--- src/rtl/time_ctrl_if.sv ---
// Display-path bundle between time_ctrl and its neighbours: set/button inputs
// and the BCD digits, seconds pulse and refresh strobe consumed by decoder.
interface time_ctrl_if;
   logic       i_SET;
   logic       i_BTN_HR;
   logic       i_BTN_MN;
   logic       o_SET;
   logic [1:0] o_HR_T;
   logic [3:0] o_HR_U;
   logic [2:0] o_MN_T;
   logic [3:0] o_MN_U;
   logic       o_SEC;
   logic       o_VALID;

   modport master (
      output i_SET, i_BTN_HR, i_BTN_MN,
      input  o_SET, o_HR_T, o_HR_U, o_MN_T, o_MN_U, o_SEC, o_VALID
   );

   modport slave (
      input  i_SET, i_BTN_HR, i_BTN_MN,
      output o_SET, o_HR_T, o_HR_U, o_MN_T, o_MN_U, o_SEC, o_VALID
   );
endinterface

--- src/rtl/time_ctrl.sv ---
// 24-hour HH:MM:SS timekeeper with a RUN/SET mode FSM, seconds pulse and
// periodic display refresh strobe; every output comes straight from a flop.
module time_ctrl #(
   parameter int unsigned C_SEC_PER   = 50_000_000,
   parameter int unsigned C_VALID_PER = 50_000
) (
   input  logic        i_CLK,
   input  logic        i_RST_N,
   time_ctrl_if.slave  bus
);

   localparam int unsigned PW = $clog2(C_SEC_PER);
   localparam int unsigned VW = $clog2(C_VALID_PER);
   localparam logic [PW-1:0] PRESC_LAST = PW'(C_SEC_PER - 32'd1);
   localparam logic [VW-1:0] REFR_LAST  = VW'(C_VALID_PER - 32'd1);

   typedef enum logic [0:0] {
      ST_RUN = 1'b0,
      ST_SET = 1'b1
   } state_t;

   // Minutes BCD pair increment, 59 wraps to 00.
   function automatic logic [6:0] inc_min(input logic [2:0] t, input logic [3:0] u);
      logic [6:0] r;
      if (u == 4'd9) begin
         if (t == 3'd5) begin
            r = {3'd0, 4'd0};
         end else begin
            r = {t + 3'd1, 4'd0};
         end
      end else begin
         r = {t, u + 4'd1};
      end
      return r;
   endfunction

   // Hours BCD pair increment, 23 wraps to 00.
   function automatic logic [5:0] inc_hr(input logic [1:0] t, input logic [3:0] u);
      logic [5:0] r;
      if ((t == 2'd2) && (u == 4'd3)) begin
         r = {2'd0, 4'd0};
      end else if (u == 4'd9) begin
         r = {t + 2'd1, 4'd0};
      end else begin
         r = {t, u + 4'd1};
      end
      return r;
   endfunction

   state_t         state_r, state_s;
   logic [PW-1:0]  presc_r, presc_s;
   logic [VW-1:0]  refr_r,  refr_s;
   logic [5:0]     sec_r,   sec_s;
   logic [1:0]     hr_t_r,  hr_t_s;
   logic [3:0]     hr_u_r,  hr_u_s;
   logic [2:0]     mn_t_r,  mn_t_s;
   logic [3:0]     mn_u_r,  mn_u_s;
   logic           set_r, sec_pls_r, sec_pls_s, valid_r, valid_s;
   logic           chg_s, refr_tc_s;
   logic [5:0]     hr_inc_s;
   logic [6:0]     mn_inc_s;

   // Next-state decode: mode FSM, prescaler, carry chain, button steps, refresh.
   always_comb begin
      state_s   = state_r;
      presc_s   = presc_r;
      sec_s     = sec_r;
      hr_t_s    = hr_t_r;
      hr_u_s    = hr_u_r;
      mn_t_s    = mn_t_r;
      mn_u_s    = mn_u_r;
      sec_pls_s = 1'b0;
      chg_s     = 1'b0;
      hr_inc_s  = inc_hr(hr_t_r, hr_u_r);
      mn_inc_s  = inc_min(mn_t_r, mn_u_r);

      case (state_r)
         ST_RUN: begin
            if (bus.i_SET) begin
               // Buttons on the entry edge are deliberately ignored.
               state_s = ST_SET;
               presc_s = {PW{1'b0}};
               sec_s   = 6'd0;
            end else if (presc_r == PRESC_LAST) begin
               presc_s   = {PW{1'b0}};
               sec_pls_s = 1'b1;
               if (sec_r == 6'd59) begin
                  sec_s            = 6'd0;
                  chg_s            = 1'b1;
                  {mn_t_s, mn_u_s} = mn_inc_s;
                  if ((mn_t_r == 3'd5) && (mn_u_r == 4'd9)) begin
                     {hr_t_s, hr_u_s} = hr_inc_s;
                  end else begin
                     {hr_t_s, hr_u_s} = {hr_t_r, hr_u_r};
                  end
               end else begin
                  sec_s = sec_r + 6'd1;
               end
            end else begin
               presc_s = presc_r + PW'(1);
            end
         end
         ST_SET: begin
            presc_s = {PW{1'b0}};
            sec_s   = 6'd0;
            if (bus.i_SET) begin
               state_s = ST_SET;
            end else begin
               state_s = ST_RUN;
            end
            if (bus.i_BTN_MN) begin
               {mn_t_s, mn_u_s} = mn_inc_s;
            end else begin
               {mn_t_s, mn_u_s} = {mn_t_r, mn_u_r};
            end
            if (bus.i_BTN_HR) begin
               {hr_t_s, hr_u_s} = hr_inc_s;
            end else begin
               {hr_t_s, hr_u_s} = {hr_t_r, hr_u_r};
            end
            chg_s = bus.i_BTN_MN | bus.i_BTN_HR;
         end
         default: begin
            state_s = ST_RUN;
            presc_s = {PW{1'b0}};
            sec_s   = 6'd0;
         end
      endcase

      refr_tc_s = (refr_r == REFR_LAST);
      if (refr_tc_s) begin
         refr_s = {VW{1'b0}};
      end else begin
         refr_s = refr_r + VW'(1);
      end
      valid_s = refr_tc_s | chg_s;
   end

   // State and output registers; async reset returns everything to 00:00:00 RUN.
   always_ff @(posedge i_CLK or negedge i_RST_N) begin
      if (!i_RST_N) begin
         state_r   <= ST_RUN;
         presc_r   <= {PW{1'b0}};
         refr_r    <= {VW{1'b0}};
         sec_r     <= 6'd0;
         hr_t_r    <= 2'd0;
         hr_u_r    <= 4'd0;
         mn_t_r    <= 3'd0;
         mn_u_r    <= 4'd0;
         set_r     <= 1'b0;
         sec_pls_r <= 1'b0;
         valid_r   <= 1'b0;
      end else begin
         state_r   <= state_s;
         presc_r   <= presc_s;
         refr_r    <= refr_s;
         sec_r     <= sec_s;
         hr_t_r    <= hr_t_s;
         hr_u_r    <= hr_u_s;
         mn_t_r    <= mn_t_s;
         mn_u_r    <= mn_u_s;
         set_r     <= (state_s == ST_SET);
         sec_pls_r <= sec_pls_s;
         valid_r   <= valid_s;
      end
   end

   assign bus.o_SET   = set_r;
   assign bus.o_HR_T  = hr_t_r;
   assign bus.o_HR_U  = hr_u_r;
   assign bus.o_MN_T  = mn_t_r;
   assign bus.o_MN_U  = mn_u_r;
   assign bus.o_SEC   = sec_pls_r;
   assign bus.o_VALID = valid_r;

endmodule

--- src/flat_wrapper.sv ---
// flat-port wrapper written by rule: the top's interface ports become plain ports
module time_ctrl_flat 
#(
   parameter int unsigned C_SEC_PER   = 50_000_000,
   parameter int unsigned C_VALID_PER = 50_000
)
  (i_CLK, i_RST_N, bus_i_SET, bus_i_BTN_HR, bus_i_BTN_MN, bus_o_SET, bus_o_HR_T, bus_o_HR_U, bus_o_MN_T, bus_o_MN_U, bus_o_SEC, bus_o_VALID);
  time_ctrl_if bus_i ();
  input  logic i_CLK;
  input  logic i_RST_N;
  input wire logic [$bits(bus_i.i_SET)-1:0] bus_i_SET;
  input wire logic [$bits(bus_i.i_BTN_HR)-1:0] bus_i_BTN_HR;
  input wire logic [$bits(bus_i.i_BTN_MN)-1:0] bus_i_BTN_MN;
  output wire logic [$bits(bus_i.o_SET)-1:0] bus_o_SET;
  output wire logic [$bits(bus_i.o_HR_T)-1:0] bus_o_HR_T;
  output wire logic [$bits(bus_i.o_HR_U)-1:0] bus_o_HR_U;
  output wire logic [$bits(bus_i.o_MN_T)-1:0] bus_o_MN_T;
  output wire logic [$bits(bus_i.o_MN_U)-1:0] bus_o_MN_U;
  output wire logic [$bits(bus_i.o_SEC)-1:0] bus_o_SEC;
  output wire logic [$bits(bus_i.o_VALID)-1:0] bus_o_VALID;
  assign bus_i.i_SET = bus_i_SET;
  assign bus_i.i_BTN_HR = bus_i_BTN_HR;
  assign bus_i.i_BTN_MN = bus_i_BTN_MN;
  assign bus_o_SET = bus_i.o_SET;
  assign bus_o_HR_T = bus_i.o_HR_T;
  assign bus_o_HR_U = bus_i.o_HR_U;
  assign bus_o_MN_T = bus_i.o_MN_T;
  assign bus_o_MN_U = bus_i.o_MN_U;
  assign bus_o_SEC = bus_i.o_SEC;
  assign bus_o_VALID = bus_i.o_VALID;
  time_ctrl #(.C_SEC_PER(C_SEC_PER), .C_VALID_PER(C_VALID_PER)) u_core (.i_CLK(i_CLK), .i_RST_N(i_RST_N), .bus(bus_i));
endmodule
--- config.mk ---
export PLATFORM = sky130hd
export DESIGN_NAME = time_ctrl_flat
export DESIGN_NICKNAME = d
export VERILOG_FILES = /design/src/rtl/time_ctrl_if.sv /design/src/rtl/time_ctrl.sv /design/src/flat_wrapper.sv
export SDC_FILE = /design/constraint.sdc
export NUM_CORES = 1
export LEC_CHECK = 0
export CELL_PAD_IN_SITES_DETAIL_PLACEMENT = 0
export CELL_PAD_IN_SITES_GLOBAL_PLACEMENT = 2
export CORE_UTILIZATION = 30
export CTS_CLUSTER_DIAMETER = 40
export DETAILED_ROUTE_END_ITERATION = 8
export GPL_TIMING_DRIVEN = 0
export PLACE_DENSITY = 0.65
export SYNTH_ARGS = -nofsm -noshare
export SYNTH_HDL_FRONTEND = slang
export SYNTH_SLANG_ARGS = --single-unit
--- constraint.sdc ---
create_clock -name i_CLK -period 2.6 [get_ports i_CLK]
set_input_delay 0.78 -clock i_CLK [delete_from_list [all_inputs] [get_ports i_CLK]]
set_output_delay 0.78 -clock i_CLK [all_outputs]
set_load 0.02 [all_outputs]
After elaboration in Yosys (flattened, before gate mapping)
Index checks and enable logic that the tools add are counted.

storage, ports and cells
  word-level logic and storage cells = 81
  output and inout port bits = 16
  latch bits = 0
  flip-flop bits (word level) = 64
  memory bits (read-only) = 0
  input bits = 5
  RAM bits = 0
  memories = 0

operators by class
  magnitude comparators = 0
  eq/ne operators = 15
  reductions and logical operators = 4
  $mul = 0
  mux-type cells = 42
  bitwise logic cells = 3
  divide/modulo/power cells = 0
  shifts and indexed selects = 0
  add/sub/neg operators = 7

operators by type and width
  cell                                                             number
  26-bit two-way mux                                               2
  26-bit case mux with 2 select lines                              1
  4-bit two-way mux                                                9
  6-bit two-way mux                                                5
  26-bit by 1-bit adder with 26-bit output, second input constant  1
  26-bit == test, second input constant                            1
  16-bit by 1-bit adder with 16-bit output, second input constant  1
  16-bit == test, second input constant                            1
  16-bit two-way mux                                               1
  4-bit case mux with 2 select lines                               2
  7-bit two-way mux                                                2
  3-bit two-way mux                                                4
  6-bit case mux with 2 select lines                               1
  2-bit two-way mux                                                5
  4-bit by 1-bit adder with 4-bit output, second input constant    2
  4-bit == test, second input constant                             2
  1-bit two-way mux                                                7
  6-bit by 1-bit adder with 6-bit output, second input constant    1
  6-bit == test, second input constant                             1
  2-bit by 1-bit != test with 1-bit output, second input constant  3
  2-bit != test, second input constant                             3
  3-bit case mux with 2 select lines                               1
  5-bit AND reduction                                              1
  4-bit by 2-bit == test with 1-bit output, second input constant  1
  other kinds (11)                                                 13

Depth between registers and ports, before layout
  depth after elaboration = 8
  mapped depth = 7
  mapped depth without buffers = 7

Worst setup path before layout
OpenSTA, ideal clock, no wires.

  kind = input to register
  from = in bus_i_SET
  to = reg u_core.hr_u_r[0] (netlist: u_core.bus.o_HR_U[0])
  cell stages on the path = 6
  required time = 2.475 ns
  arrival = 2.113 ns
  library setup time = 0.125 ns
  buffers on the path = 1
  slack = 0.362 ns
  cells stage by stage = or2_4 -> nor4b_1 -> a22oi_1 -> or2_1 -> buf_6 -> mux2_4

on the way
  longest elaborated chain between the ends = 2

ends and longest elaborated chain
  element                               line                source
  start: declaration                    flat_wrapper.sv:11  input wire logic [$bits(bus_i.i_SET)-1:0] bus_i_SET;
  2-bit != test (no source line)        --
  5-bit AND reduction (no source line)  --
  end signal: assignment                time_ctrl.sv:159    hr_u_r <= hr_u_s;
  end: declaration                      time_ctrl.sv:55     logic [3:0] hr_u_r, hr_u_s;

Every way passes these cells.
A chain may end at the register's enable or synchronous reset.

Final worst setup path
Ends and elaborated chain as after synthesis.

==> impl_metrics.csv <==
group,metric,value,unit
setup_path,worst-path-buf-inv,2,
timing,slew_violations,0,
placement,port_buffers,20,
detailed_routing,first_iter_violations,97,
power_and_ir_drop,clkPwrFrac,34.5,%
synthesis,ys_types,56,
power_and_ir_drop,switching_share,30.48,%
setup_path,cp.depth,7,
setup_path,required,2.84,ns
final_layout,fillers,1065,
power_and_ir_drop,p_switching,842.6,uW
final_layout,regArea,1602,um^2
detailed_routing,first_pass_iters,4,
cts,htree_num_levels,3,
timing,tightestPinTransition,0.9889,ns
cts,numCtsBuffers,9,
cts,clk_path_buf_depth,2,
global_routing,grt_usage,13.29,%
die,fp.coreArea,10370,um^2
timing,hold_viol,0,
setup_path,worstPathMaxFanout,6,
setup_path,cp_cell_sequence,"clkdlybuf4s50_1 -> or2_4 -> nor4b_2 -> a22oi_2 -> or2_1 -> buf_6 -> mux2_4",
die,ioPinCount,21,
global_routing,grt_pass1_vias,2258,
placement,hpwlAfterDp,4.509,mm
setup_path,crit_slowest_cell,"clkdlybuf4s50_1",
power_and_ir_drop,leakage,1.528,nW
final_layout,num-nets-final,356,
power_and_ir_drop,p_per_area,723.3,nW/um^2
detailed_routing,drc,0,
synthesis,syn_avg_cell_area,10.27,um^2
timing,setup_violations,0,
detailed_routing,drt_wl_total,6.564,mm
detailed_routing,antenna_left,0,
final_layout,diodes,0,
final_layout,layout_common_cells,"dfrtp_1 (64), nor2_1 (51), xnor2_1 (28)",
die,start_util,31.09,%
timing,rsz0062_at_grt,"false",
synthesis,async_flop_share,100.0,%
detailed_routing,viasPerCell,4.673,
global_routing,antenna_found_initial,0,
final_layout,drive_above_1_share,10.57,%
cts,cts.sinks,64,
timing,max_freq,399.4,MHz
power_and_ir_drop,ir_drop,0.2969,mV
timing,post-route-min-period,2.504,ns
hold_path,holdPathStages,1,
hold_path,worstHoldPathType,"flop to flop",
synthesis,synth_fp_nets,325,
die,fp-row-count,37,
power_and_ir_drop,p_seq_share,44.3,%
final_layout,design_area,3822,um^2
die,die_w,105.7,um
die,dieArea,11170,um^2
synthesis,yosys_warnings,0,
global_routing,grt_max_degree,65,
final_layout,mostFrequentLayoutCell,"dfrtp_1",
cts,clk_pin_slew,0.07,ns
timing,finalClockSkew,0.01087,ns
run_status,status,"finished, final reports clean",
cts,cts_tree,"yes",
timing,tns,0,ns
power_and_ir_drop,power_frac_comb,21.1,%
synthesis,postSynthCellCount,314,
placement,dpl_cell_area,3592,um^2
global_routing,grt_pass1_wl,11.25,mm
setup_path,reg2regPathDepth,6,
setup_path,end_kind,"flop",
detailed_routing,vias,2271,
setup_path,max_stage_delay,0.46,ns
setup_path,crit_type,"input pin to flop",
setup_path,cp_data_arrival_time,2.74,ns
setup_path,crit_family,"simple AND/OR/NAND/NOR gates",
placement,gp_congestion,0.6987,
synthesis,ys_seq_elements,64,
synthesis,synth_ff_type,"dfrtp_1",
synthesis,syn-cell-area,3224,um^2
timing,finalCritPeriodShare,96.30,%
synthesis,synth-edff-count,0,
power_and_ir_drop,internal-power,1.922,mW
synthesis,yosysSeqAreaShare,49.67,%
global_routing,grt_overflow_total,0,
detailed_routing,routedWlPerCell,13.51,um
cts,cts.root.buffer_cell,"clkbuf_8",
timing,maxSlewHeadroom,33.21,%
setup_path,setup.worst_path.start_class,"input pin",
cts,clk_latency,0.36,ns
final_layout,multi_input_area,1541,um^2
final_layout,area_growth_syn_to_layout,18.55,%
job,drv_cap,0,
die,die_h,105.7,um
[path summary, 6_finish.rpt]
kind,from,to,slack (ns)
max,bus_i_SET,u_core.bus.o_HR_U[0]$_DFFE_PN0P_,0.1
min,u_core.presc_r[0]$_DFF_PN0_,u_core.presc_r[0]$_DFF_PN0_,0.48
max reg2reg,u_core.presc_r[0]$_DFF_PN0_,u_core.bus.o_MN_T[1]$_DFFE_PN0P_,0.37
min reg2reg,u_core.presc_r[0]$_DFF_PN0_,u_core.presc_r[0]$_DFF_PN0_,0.48
max in group asynchronous,i_RST_N,u_core.bus.o_HR_U[0]$_DFFE_PN0P_,1.52
min in group asynchronous,i_RST_N,u_core.presc_r[9]$_DFF_PN0_,0.52
[cell type report]
cell class | instances | share of cell area (%)
repair buffers | 20 | 5.172
multi-input cells | 228 | 40.33
inverters | 16 | 1.571
flip-flops and latches | 64 | 41.90
clock buffers | 9 | 3.241
well taps | 136 | 4.452
clock inverters | 7 | 2.488
plain buffers | 6 | 0.8511
[metrics by stage]
| step | total power [mW] | std cells | setup slack (ns) | hold WS [ns] | util (%) |
|---|---|---|---|---|---|
| global route | 2.919 | 486 | 0.05352 | 0.5137 | 36.86 |
| global placement | 1.832 | 470 | -1.658 | 0.4742 | 34.66 |
| finish | 2.765 | 486 | 0.09614 | 0.4827 | 36.86 |
| floorplan | 1.557 | 314 | 0.3621 | 0.4479 | - |
| detailed placement | 1.835 | 470 | -0.4977 | 0.4813 | 34.64 |
| CTS | 2.826 | 486 | 0.05669 | 0.4921 | 36.81 |
[cell usage after synthesis, drive strengths merged, types with 2 or more instances]
master   n  share of area [%]
nor2b    4               0.78
buf      3               0.66
o41ai    2               0.78
or3      2               0.39
o31ai    8                1.9
o22ai    2               0.39
xnor2   28                7.6
xor2    15                4.1
mux2     3                1.2
ha       6                2.3
nor4     5                1.4
and3     9                1.7
nand3b   2               0.47
nand4    7                2.2
o21ai    3               0.47
or2      2               0.47
inv     16                1.9
nor4b    3                1.0
dfrtp   64                 50
nor4bb   2               0.62
nor2    51                5.9
nor3     8                1.2
a21oi    5               0.89
nand3   25                3.9
clkbuf   3               0.35
nor3b    2               0.62
nand2   17                2.1
[worst reg2reg max path, stage by stage, from the launching register on]
cell	delay, ns
dfrtp_1	0.39
ha_1	0.26
nand4_2	0.19
nor4_4	0.38
nand4_4	0.23
a21oi_1	0.30
mux2_2	0.37
[layer usage]
layer / track usage, % / wire length, um / vias up
met5: 0 / 0 / -
met4: 5.655 / 125 / 0
met3: 4.638 / 174 / 9
met2: 20.03 / 2959 / 15
li1: - / - / 1157
met1: 17.23 / 3303 / 1090
[state kept, by name, indices dropped and copies added (netlist names)]
signal / count
u_core.bus.o_VALID: 1
u_core.bus.o_MN_U: 4
u_core.sec_r: 6
u_core.presc_r: 26
u_core.bus.o_HR_U: 4
u_core.bus.o_HR_T: 2
u_core.bus.o_SEC: 1
u_core.state_r: 1
u_core.bus.o_MN_T: 3
u_core.refr_r: 16
[kinds of logic after synthesis]
group | synth area share, %
buf+inv | 2.872
flops | 49.67
xor+xnor | 11.68
fa+ha+maj | 2.328
compound gates | 7.451
mux | 1.474
simple gates | 24.52
[repair_timing]
action,in CTS,in global routing
setup endpoints to repair,6,1
gates resized for setup,1,1
hold buffers,0,0
setup buffers,0,0
[power groups by stage]
stage / combinational [mW] / sequential [mW] / clock [mW]
global placement: 0.588 / 1.24 / 0
finish: 0.584 / 1.23 / 0.955
global route: 0.631 / 1.25 / 1.04
CTS: 0.592 / 1.23 / 1.00
floorplan: 0.226 / 1.33 / 0
detailed placement: 0.588 / 1.25 / 0
No activity file was read; power rests on OpenSTA's default activity.
==> variant, RTL diff (same settings) <==
`C_VALID_PER` is set to 50_000 in 2 places; all go to 200_000.
--- a/src/rtl/time_ctrl.sv
+++ b/src/rtl/time_ctrl.sv
@@ -4,3 +4,3 @@
    parameter int unsigned C_SEC_PER   = 50_000_000,
-   parameter int unsigned C_VALID_PER = 50_000
+   parameter int unsigned C_VALID_PER = 200_000
 ) (
--- a/src/flat_wrapper.sv
+++ b/src/flat_wrapper.sv
@@ -4,3 +4,3 @@
    parameter int unsigned C_SEC_PER   = 50_000_000,
-   parameter int unsigned C_VALID_PER = 50_000
+   parameter int unsigned C_VALID_PER = 200_000
 )
Formal check against the unedited RTL: same outputs for any inputs over 10 cycles, from zero or initial values and one cycle with i_RST_N low; that may be too few to reach the edited logic, so the function may still have changed.
==> variant against the unedited design <==
  * Synthesized area increased by 2.0%
  * Combinational power increased by 4.3%
  * Die area increased by 1.9%
  * Routed wire length increased by 8.3%
  * Total power about the same
  * Sequential cell count increased by 2
  * Design area increased by 1.7%
  * Clock power decreased by 5.0%
  * Register-to-register slack got worse by 0.23 ns
  * Setup slack improved by 0.014 ns
  * Critical path type unchanged
==> variant: results (changes against the unedited design) <==
metric	value	unit	change
status	finished, final reports clean		
use_met3	0.0426		-0.00383
worstPathArrival	2.72	ns	-0.02 ns
syn_area_per_cell	9.96	µm²	-3.0%
utilization	0.372		+0.00296
met2_usage	0.218		+0.0172
synth_fp_nets	341		+4.9%
post_drt_via_cell_ratio	4.85		+3.8%
gp_congestion	0.717		+2.6%
p_leak	1.66	nW	+8.8%
synthTopCellsByCount	dfrtp_1, nor2_1, xor2_1, nand3_1, nand2_1		
fin_nets	372		+4.5%
power.switching	0.819	mW	-2.9%
ys_types	48		-14%
wl_met2	3260	µm	+10%
power.total	2.76	mW	about the same
clkLatencyLatePin	0.34	ns	-0.02 ns
hold_slack	0.484	ns	+0.00116 ns
wl_met3	229	µm	+32%
use_met1	0.190		+0.0176
fillers	1094		+2.7%
ir_drop	0.000305	V	+2.7%
setup_ws	0.110	ns	+0.0139 ns
grt_pass1_wl	12400	µm	+10%
dr_total_vias	2430		+7.0%
==> variant: what timing repair did <==
| action | 4_1_cts | 5_1_grt |
|---|---|---|
| gates cloned | 0 | 0 |
| setup buffers | 0 | 0 |
| setup endpoints to repair | 3 | 36 |
| endpoints found under the hold margin | 0 | 0 |
| resized for setup | 1 | 9 |
==> variant: cell families (layout without fill, tap and decap cells) <==
| family | Yosys count | in the layout | synth area share |
|---|---|---|---|
| compound gates | 26 | 26 | 0.0525 |
| xor+xnor | 42 | 42 | 0.112 |
| fa+ha+maj | 6 | 6 | 0.0228 |
| buf+inv | 15 | 50 | 0.0183 |
| flops | 66 | 66 | 0.502 |
| mux | 7 | 7 | 0.0232 |
| simple gates | 168 | 168 | 0.269 |
==> variant: final cells by class <==
cell class	count	share of cell area
Sequential cell	66	0.425
Multi-Input combinational cell	249	0.412
Timing Repair Buffer	20	0.0509
Tap cell	136	0.0438
Clock buffer	13	0.0435
Clock inverter	2	0.00901
Inverter	9	0.00869
Buffer	6	0.00772
